`src/rtl/cache_pkg.sv`:
```
// Shared cache constants, fill-FSM state encoding and block/word address helper.
// Used by the fill FSM, the cache controller and the tag/data arrays.
package cache_pkg;

  localparam int unsigned ADDR_W      = 16;
  localparam int unsigned DATA_W      = 16;
  localparam int unsigned WORDS       = 8;  // words per block, power of 2
  // Informational only: the FSM counts valids instead of cycles.
  localparam int unsigned MEM_LATENCY = 4;

  localparam int unsigned BLOCK_BYTES = 2 * WORDS;
  localparam int unsigned OFFSET_W    = $clog2(BLOCK_BYTES);
  localparam int unsigned WIDX_W      = $clog2(WORDS);
  // Word index plus a done bit.
  localparam int unsigned CNT_W       = WIDX_W + 1;
  localparam int unsigned BLK_W       = ADDR_W - OFFSET_W;

  typedef enum logic {
    IDLE = 1'b0,
    FILL = 1'b1
  } fill_state_e;

  // Byte address of word idx inside block blk. The offset never carries
  // into the block number, so a fill cannot wrap out of its block.
  function automatic logic [ADDR_W-1:0] word_addr(input logic [BLK_W-1:0]  blk,
                                                  input logic [WIDX_W-1:0] idx);
    return {blk, idx, 1'b0};
  endfunction

endpackage

```
`src/rtl/fill_counter.sv`:
```
// Clearable up-counter used for the issue and receive word counts of a fill.
// Ports: clk, rst_n (async active-low), clr (sync clear, wins over inc),
//        inc (count up by one), cnt (current count).
module fill_counter #(
  parameter int unsigned Width = 4
) (
  input  logic             clk,
  input  logic             rst_n,
  input  logic             clr,
  input  logic             inc,
  output logic [Width-1:0] cnt
);

  logic [Width-1:0] r_cnt;

  always_ff @(posedge clk or negedge rst_n) begin
    if (!rst_n) begin
      r_cnt <= '0;
    end else if (clr) begin
      r_cnt <= '0;
    end else if (inc) begin
      r_cnt <= r_cnt + Width'(1);
    end
  end

  assign cnt = r_cnt;

endmodule

```
`src/rtl/cache_fill_fsm.sv`:
```
// Cache miss handler: fetches the block holding miss_address from memory with
// WORDS back-to-back word reads, streams returned words into the data array and
// writes the tag on the last word. fsm_busy stalls the pipeline for the fill.
// Ports:
//   clk, rst_n                 clock, async active-low reset
//   miss_detected/miss_address miss request (level) and faulting byte address
//   memory_data/_valid         memory read return
//   fsm_busy                   fill in progress
//   memory_read/_address       read request to memory
//   write_data_array, cache_word_address, cache_word_data  data array write
//   write_tag_array            tag/valid write for the block
// Configuration macro: CACHE_FILL_CRITICAL_WORD_FIRST_EN starts issue and
// receive order at the missing word and wraps within the block.
module cache_fill_fsm
  import cache_pkg::*;
(
  input  logic              clk,
  input  logic              rst_n,
  input  logic              miss_detected,
  input  logic [ADDR_W-1:0] miss_address,
  input  logic [DATA_W-1:0] memory_data,
  input  logic              memory_data_valid,
  output logic              fsm_busy,
  output logic              memory_read,
  output logic [ADDR_W-1:0] memory_address,
  output logic              write_data_array,
  output logic [ADDR_W-1:0] cache_word_address,
  output logic [DATA_W-1:0] cache_word_data,
  output logic              write_tag_array
);

  localparam logic [CNT_W-1:0] LastIdx = CNT_W'(WORDS - 1);

  fill_state_e       r_state, w_state_next;
  logic [BLK_W-1:0]  r_blk;
  logic [CNT_W-1:0]  w_issue_cnt, w_rcv_cnt;
  logic              w_clr, w_issue_inc, w_rcv_inc;
  logic [WIDX_W-1:0] w_issue_idx, w_rcv_idx;
  logic              w_unused_addr;

  assign w_unused_addr = ^miss_address[OFFSET_W-1:0];

`ifdef CACHE_FILL_CRITICAL_WORD_FIRST_EN
  logic [WIDX_W-1:0] r_w0;

  always_ff @(posedge clk or negedge rst_n) begin
    if (!rst_n) begin
      r_w0 <= '0;
    end else if (r_state == IDLE && miss_detected) begin
      r_w0 <= miss_address[OFFSET_W-1:1];
    end
  end

  // Index addition wraps mod WORDS by truncation.
  assign w_issue_idx = w_issue_cnt[WIDX_W-1:0] + r_w0;
  assign w_rcv_idx   = w_rcv_cnt[WIDX_W-1:0] + r_w0;
`else
  assign w_issue_idx = w_issue_cnt[WIDX_W-1:0];
  assign w_rcv_idx   = w_rcv_cnt[WIDX_W-1:0];
`endif

  always_ff @(posedge clk or negedge rst_n) begin
    if (!rst_n) begin
      r_state <= IDLE;
      r_blk   <= '0;
    end else begin
      r_state <= w_state_next;
      if (r_state == IDLE && miss_detected) begin
        r_blk <= miss_address[ADDR_W-1:OFFSET_W];
      end
    end
  end

  // Counters sit at zero throughout IDLE, so they start clean on acceptance.
  assign w_clr = (r_state == IDLE);

  fill_counter #(
    .Width(CNT_W)
  ) u_issue_cnt (
    .clk  (clk),
    .rst_n(rst_n),
    .clr  (w_clr),
    .inc  (w_issue_inc),
    .cnt  (w_issue_cnt)
  );

  fill_counter #(
    .Width(CNT_W)
  ) u_rcv_cnt (
    .clk  (clk),
    .rst_n(rst_n),
    .clr  (w_clr),
    .inc  (w_rcv_inc),
    .cnt  (w_rcv_cnt)
  );

  assign cache_word_data = memory_data;

  always_comb begin
    w_state_next       = r_state;
    fsm_busy           = 1'b0;
    memory_read        = 1'b0;
    memory_address     = '0;
    write_data_array   = 1'b0;
    cache_word_address = '0;
    write_tag_array    = 1'b0;
    w_issue_inc        = 1'b0;
    w_rcv_inc          = 1'b0;
    case (r_state)
      IDLE: begin
        if (miss_detected) begin
          w_state_next = FILL;
        end
      end
      FILL: begin
        fsm_busy = 1'b1;
        // Done bit of the issue count ends the request burst.
        if (!w_issue_cnt[WIDX_W]) begin
          memory_read    = 1'b1;
          memory_address = word_addr(r_blk, w_issue_idx);
          w_issue_inc    = 1'b1;
        end
        // Valids with no outstanding request are dropped.
        if (memory_data_valid && (w_rcv_cnt < w_issue_cnt)) begin
          write_data_array   = 1'b1;
          cache_word_address = word_addr(r_blk, w_rcv_idx);
          w_rcv_inc          = 1'b1;
          if (w_rcv_cnt == LastIdx) begin
            write_tag_array = 1'b1;
            w_state_next    = IDLE;
          end
        end
      end
      default: w_state_next = IDLE;
    endcase
  end

endmodule
```
`config.mk`:
```
export PLATFORM = sky130hd
export DESIGN_NAME = cache_fill_fsm
export DESIGN_NICKNAME = d
export VERILOG_FILES = /design/src/rtl/cache_pkg.sv /design/src/rtl/fill_counter.sv /design/src/rtl/cache_fill_fsm.sv
export SDC_FILE = /design/constraint.sdc
export NUM_CORES = 1
export LEC_CHECK = 0
export CAP_MARGIN = 0
export CORE_ASPECT_RATIO = 1.5
export CORE_MARGIN = 1
export CORE_UTILIZATION = 35
export DETAILED_ROUTE_END_ITERATION = 8
export PLACE_DENSITY = 0.79
export SETUP_SLACK_MARGIN = 0.2
export SYNTH_ARGS = -nofsm -noshare
export SYNTH_HDL_FRONTEND = slang
export SYNTH_SLANG_ARGS = --single-unit
```
`constraint.sdc`:
```
create_clock -name clk -period 2.8 [get_ports clk]
set_clock_uncertainty 0.1 [all_clocks]
set_input_delay 0.7 -clock clk [delete_from_list [all_inputs] [get_ports clk]]
set_output_delay 0.7 -clock clk [all_outputs]
set_load 0.05 [all_outputs]
```
# Yosys cells after proc, flatten, opt, wreduce, memory -nomap -nowiden
# Index checks and enable logic that the tools add are counted.
# totals
reg_bits	21
input_bits	36
# op_classes
addsub	2
n_lt_le_gt_ge	1
n_eq_ne	3
mux	20
bitwise	1
reduce_logical	2
# op_table
op	count
2-to-1 mux 16 bit	4
2-to-1 mux 4 bit	4
2-to-1 mux 1 bit	11
adder 4 x 1 -> 4 bit, second input constant	2
equality test 4 x 3 -> 1 bit, second input constant	1
< comparator 4 bit	1
inequality test 2 bit, second input constant	2
logical AND 1 bit	2
case mux 1 bit (2 select lines)	1
NOT 1 bit	1

# Longest topological paths before layout
# logic_depth
ltp_word	6
ltp_mapped	8

# By module
# From an unflattened synthesis, not the netlist that was laid out.
# hier_totals
hier_cells	130
hier_area_um2	1455.1
# modules_own_cells
module	instances	cells_each	area_per_inst_um2	seq_area_each_um2
cache_fill_fsm	1	98	1069.8	325.3
fill_counter	2	16	192.7	100.1

# Least setup slack after synthesis
# OpenSTA, ideal clock, no wires.
# synth_path
kind	register to output
start	reg u_issue_cnt.r_cnt[3] (netlist: u_issue_cnt.cnt[3])
end	out cache_word_address[10]
arrival_time_ps	2322
required_ps	2000
path_slack_ps	-322
path_stages_with_launch	9
path_cell_list	dfrtp_1 > clkbuf_1 > inv_1 > clkbuf_1 > ha_1 > o211ai_2 > o2111a_1 > buf_2 > and2_1
# synth_via
elab_chain_cells	4
# synth_lines
element	line	rtl
start: declaration	fill_counter.sv:14	logic [Width-1:0] r_cnt;
start signal: assignment	fill_counter.sv:22	r_cnt <= r_cnt + Width'(1);
< comparator 4 bit	cache_fill_fsm.sv:124	if (memory_data_valid && (w_rcv_cnt < w_issue_cnt)) begin
logical AND 1 bit	cache_fill_fsm.sv:124	
2-to-1 mux 16 bit	cache_fill_fsm.sv:124	
2-to-1 mux 16 bit	cache_fill_fsm.sv:109	case (r_state)
end: declaration	cache_fill_fsm.sv:27	output logic [ADDR_W-1:0] cache_word_address,
# Every way passes these cells.

# Worst setup path in the final report
# layout_path
start	reg u_rcv_cnt.r_cnt[3] (netlist: u_rcv_cnt.cnt[3])
end	out cache_word_address[5]
# layout_via
elab_chain_cells	4
# layout_lines
element	line
start: declaration	fill_counter.sv:14
start signal: assignment	fill_counter.sv:22
< comparator 4 bit	cache_fill_fsm.sv:124
logical AND 1 bit	cache_fill_fsm.sv:124
2-to-1 mux 16 bit	cache_fill_fsm.sv:124
2-to-1 mux 16 bit	cache_fill_fsm.sv:109
# Every way passes these cells.

==> out/results.tsv <==
metric	value	unit
outcome	finished clean	
synth.largest_area_cell	dfrtp_1	
finalNetCount	225	
r2r_slack	0.84	ns
insertion_delay	0.27	ns
antenna_left	0	
clock.fmax	366.8	MHz
fin_crit	2.727	ns
worstPathMaxFanout	7	
syn_inst	130	
final_common_cell	buf_4	
worstPathArrival	1.93	ns
dr.pass1.iters	4	
drt_iter0_drc	8	
dieArea	0.003963	mm²
final_layout_size_suffix_gt1_frac	0.5410	
cpMostUsedCell	buf_12	
grt_max_degree	22	
clockRootBuffer	clkbuf_8	
track_usage	0.1875	
finalCritPeriodShare	0.9738	
drcViolationCount	0	
yosys.area.top_type_share	0.4046	
fp-row-count	26	
yosysWarnings	0	
grt_pass1_vias	1186	
yosysUniqueCellTypes	27	
layout_setup_ws	0.07343	ns
vias_per_cell	4.911	
pre_cts_slack	-0.09551	ns
ios	88	
p_per_area	1456	mW/mm²
required	2.00	ns
grt_pass1_wl	5.602	mm
wl_per_cell	14.96	µm
grt.overflow.total	0	
cts_made_buffers	3	
fill_cells	262	
final_cells	225	
place_inst	206	
cts.sink_count	21	
setup_viol	0	
io_buffers	49	
clk_pin_slew_worst_paths	0.08	ns
syn-cell-area	0.001299	mm²
htreeDepth	1	
hold_class	reg -> reg	
place_congestion	0.7814	
critPathCapture	cache_word_address[5]	
antenna_found_initial	0	
die_y	76.61	µm
hold_buffers	0	
startpoint	u_rcv_cnt.cnt[3]	
core-area	0.003481	mm²
start_util	0.3731	
r2r_end	u_rcv_cnt.cnt[3]	
syn_avg_cell_area	9.990	µm²
path_cells	ha_4 -> o211ai_4 -> o2111a_2 -> buf_12 -> buf_12 -> and2_4 -> buf_12	
worstSetupStartpointType	register	
cp_slowest_stage_delay	0.42	ns
finalHoldViolCount	0	
synth_seq_cells	21	
netlist_top_cells_area	dfrtp_1 (40%), buf_4 (10%), mux2_2 (10%), and2_1 (7.2%), and3_1 (6.3%)	
finalMaxSlewViolations	0	
critPathSlowestCell	dfrtp_1	
worstSetupEndpointType	output pin	
max-cap-violations	0	
vias	1105	
ys_seq_area_frac	0.4046	
place_hpwl	2.356	mm
area_growth_syn_to_layout	71.87	%
die_w	51.74	µm
max-vdd-ir-drop	1092	µV
crit_type	reg -> out	
r2r_start	u_issue_cnt.cnt[1]	
r2r_cells	8	
clk_path_buf_depth	2	
wl	3.366	mm
cellLeakagePower	0.001041	µW
diodes	0	
cts_tree	yes	
layout_common_cells	buf_4 (30), buf_12 (23), dfrtp_1 (20)	
rsz0062_at_grt	yes	
[metal layers]
layer / vias up / share of wire / global-route usage
met5: - / 0 / 0
met2: 57 / 0.51 / 0.3221
met1: 516 / 0.40 / 0.2189
li1: 521 / - / -
met4: 0 / 0.023 / 0.07297
met3: 11 / 0.068 / 0.03992
[cells by family after synthesis]
group | after synthesis | share of synthesized area
and+or+nand+nor | 49 | 0.2225
buffers and inverters | 29 | 0.1387
DFF | 21 | 0.4046
muxes | 13 | 0.1118
AOI/OAI and AO/OA | 9 | 0.05105
adders and majority gates | 5 | 0.04817
xor gates and xnor gates | 3 | 0.02023
other | 1 | 0.002887
[synthesized netlist by cell type]
master / n
a21oi_1: 3
and2_1: 15
and2b_1: 1
and3_1: 13
and4b_1: 1
buf_2: 3
buf_4: 18
clkbuf_1: 3
clkinv_1: 1
conb_1: 1
dfrtp_1: 21
ha_1: 5
inv_1: 4
mux2_2: 12
mux2i_1: 1
nand2_1: 2
nand3_1: 3
nor2_1: 7
nor2b_1: 2
nor3_1: 2
nor3b_2: 1
o2111a_1: 1
o211ai_2: 2
o21ai_0: 3
or3_1: 2
xnor2_1: 1
xor2_1: 2
[worst max-delay path, delay by kind of cell, from the launching register on]
family / cells / cell delay [ns]
adder cells (fa/ha/maj): 1 / 0.30
flip-flops: 1 / 0.42
AND/OR/NAND/NOR: 1 / 0.16
buffers and inverters: 3 / 0.40
AO/OA/AOI/OAI: 2 / 0.38
[how the worst min path moves through the flow]
stage	startpoint	to	slack, ns	depth (start not counted)
after floorplan	rst_n	r_blk[0]	0.30	0
after global placement	r_blk[9]	r_blk[9]	0.41	1
after detailed placement	r_blk[8]	r_blk[8]	0.41	1
after CTS	r_blk[8]	r_blk[8]	0.43	1
after global routing	r_blk[8]	r_blk[8]	0.44	1
final	r_blk[8]	r_blk[8]	0.43	1
[sequential cells by signal, indices dropped and copies added (netlist names)]
signal and count:
r_blk 12, r_state 1, u_issue_cnt.cnt 4, u_rcv_cnt.cnt 4
[per-stage QoR]
stage                     utilization  hold WS (ns)  TNS [ns]  total power, µW  area, µm²
after floorplan                     -        0.3044   -0.3693             1835       1345
after global placement         0.5625        0.4062   -0.8334             2576       1958
after detailed placement       0.5625        0.4123    -1.061             2652       1958
after CTS                      0.6269        0.4326         0             3161       2182
after global routing           0.6413        0.4420         0             3419       2232
final                          0.6413        0.4287         0             3249       2232
[final cells by class]
cell class,instances,area [µm²],share of cell area
clock buffer,3,41.29,0.01850
clock inverter,1,7.507,0.003363
multi-input combinational,81,691.9,0.3100
inverter,5,18.77,0.008408
tap,42,52.55,0.02354
timing repair buffer,72,893.4,0.4002
sequential,21,526.8,0.2360
[power by group]
| group | switching [µW] | internal (µW) |
|---|---|---|
| clock network | 109 | 101 |
| registers | 143 | 450 |
| logic | 1230 | 1220 |
[what timing repair did]
| action | 4_1_cts | 5_1_grt |
|---|---|---|
| pin swaps | 8 | 4 |
| setup endpoints to repair | 19 | 19 |
| gates cloned | 1 | 0 |
| buffers inserted | 10 | 4 |
| endpoints found under the hold margin | 0 | 0 |
| gates resized for setup | 16 | 5 |
No activity file was read; power rests on OpenSTA's default activity.
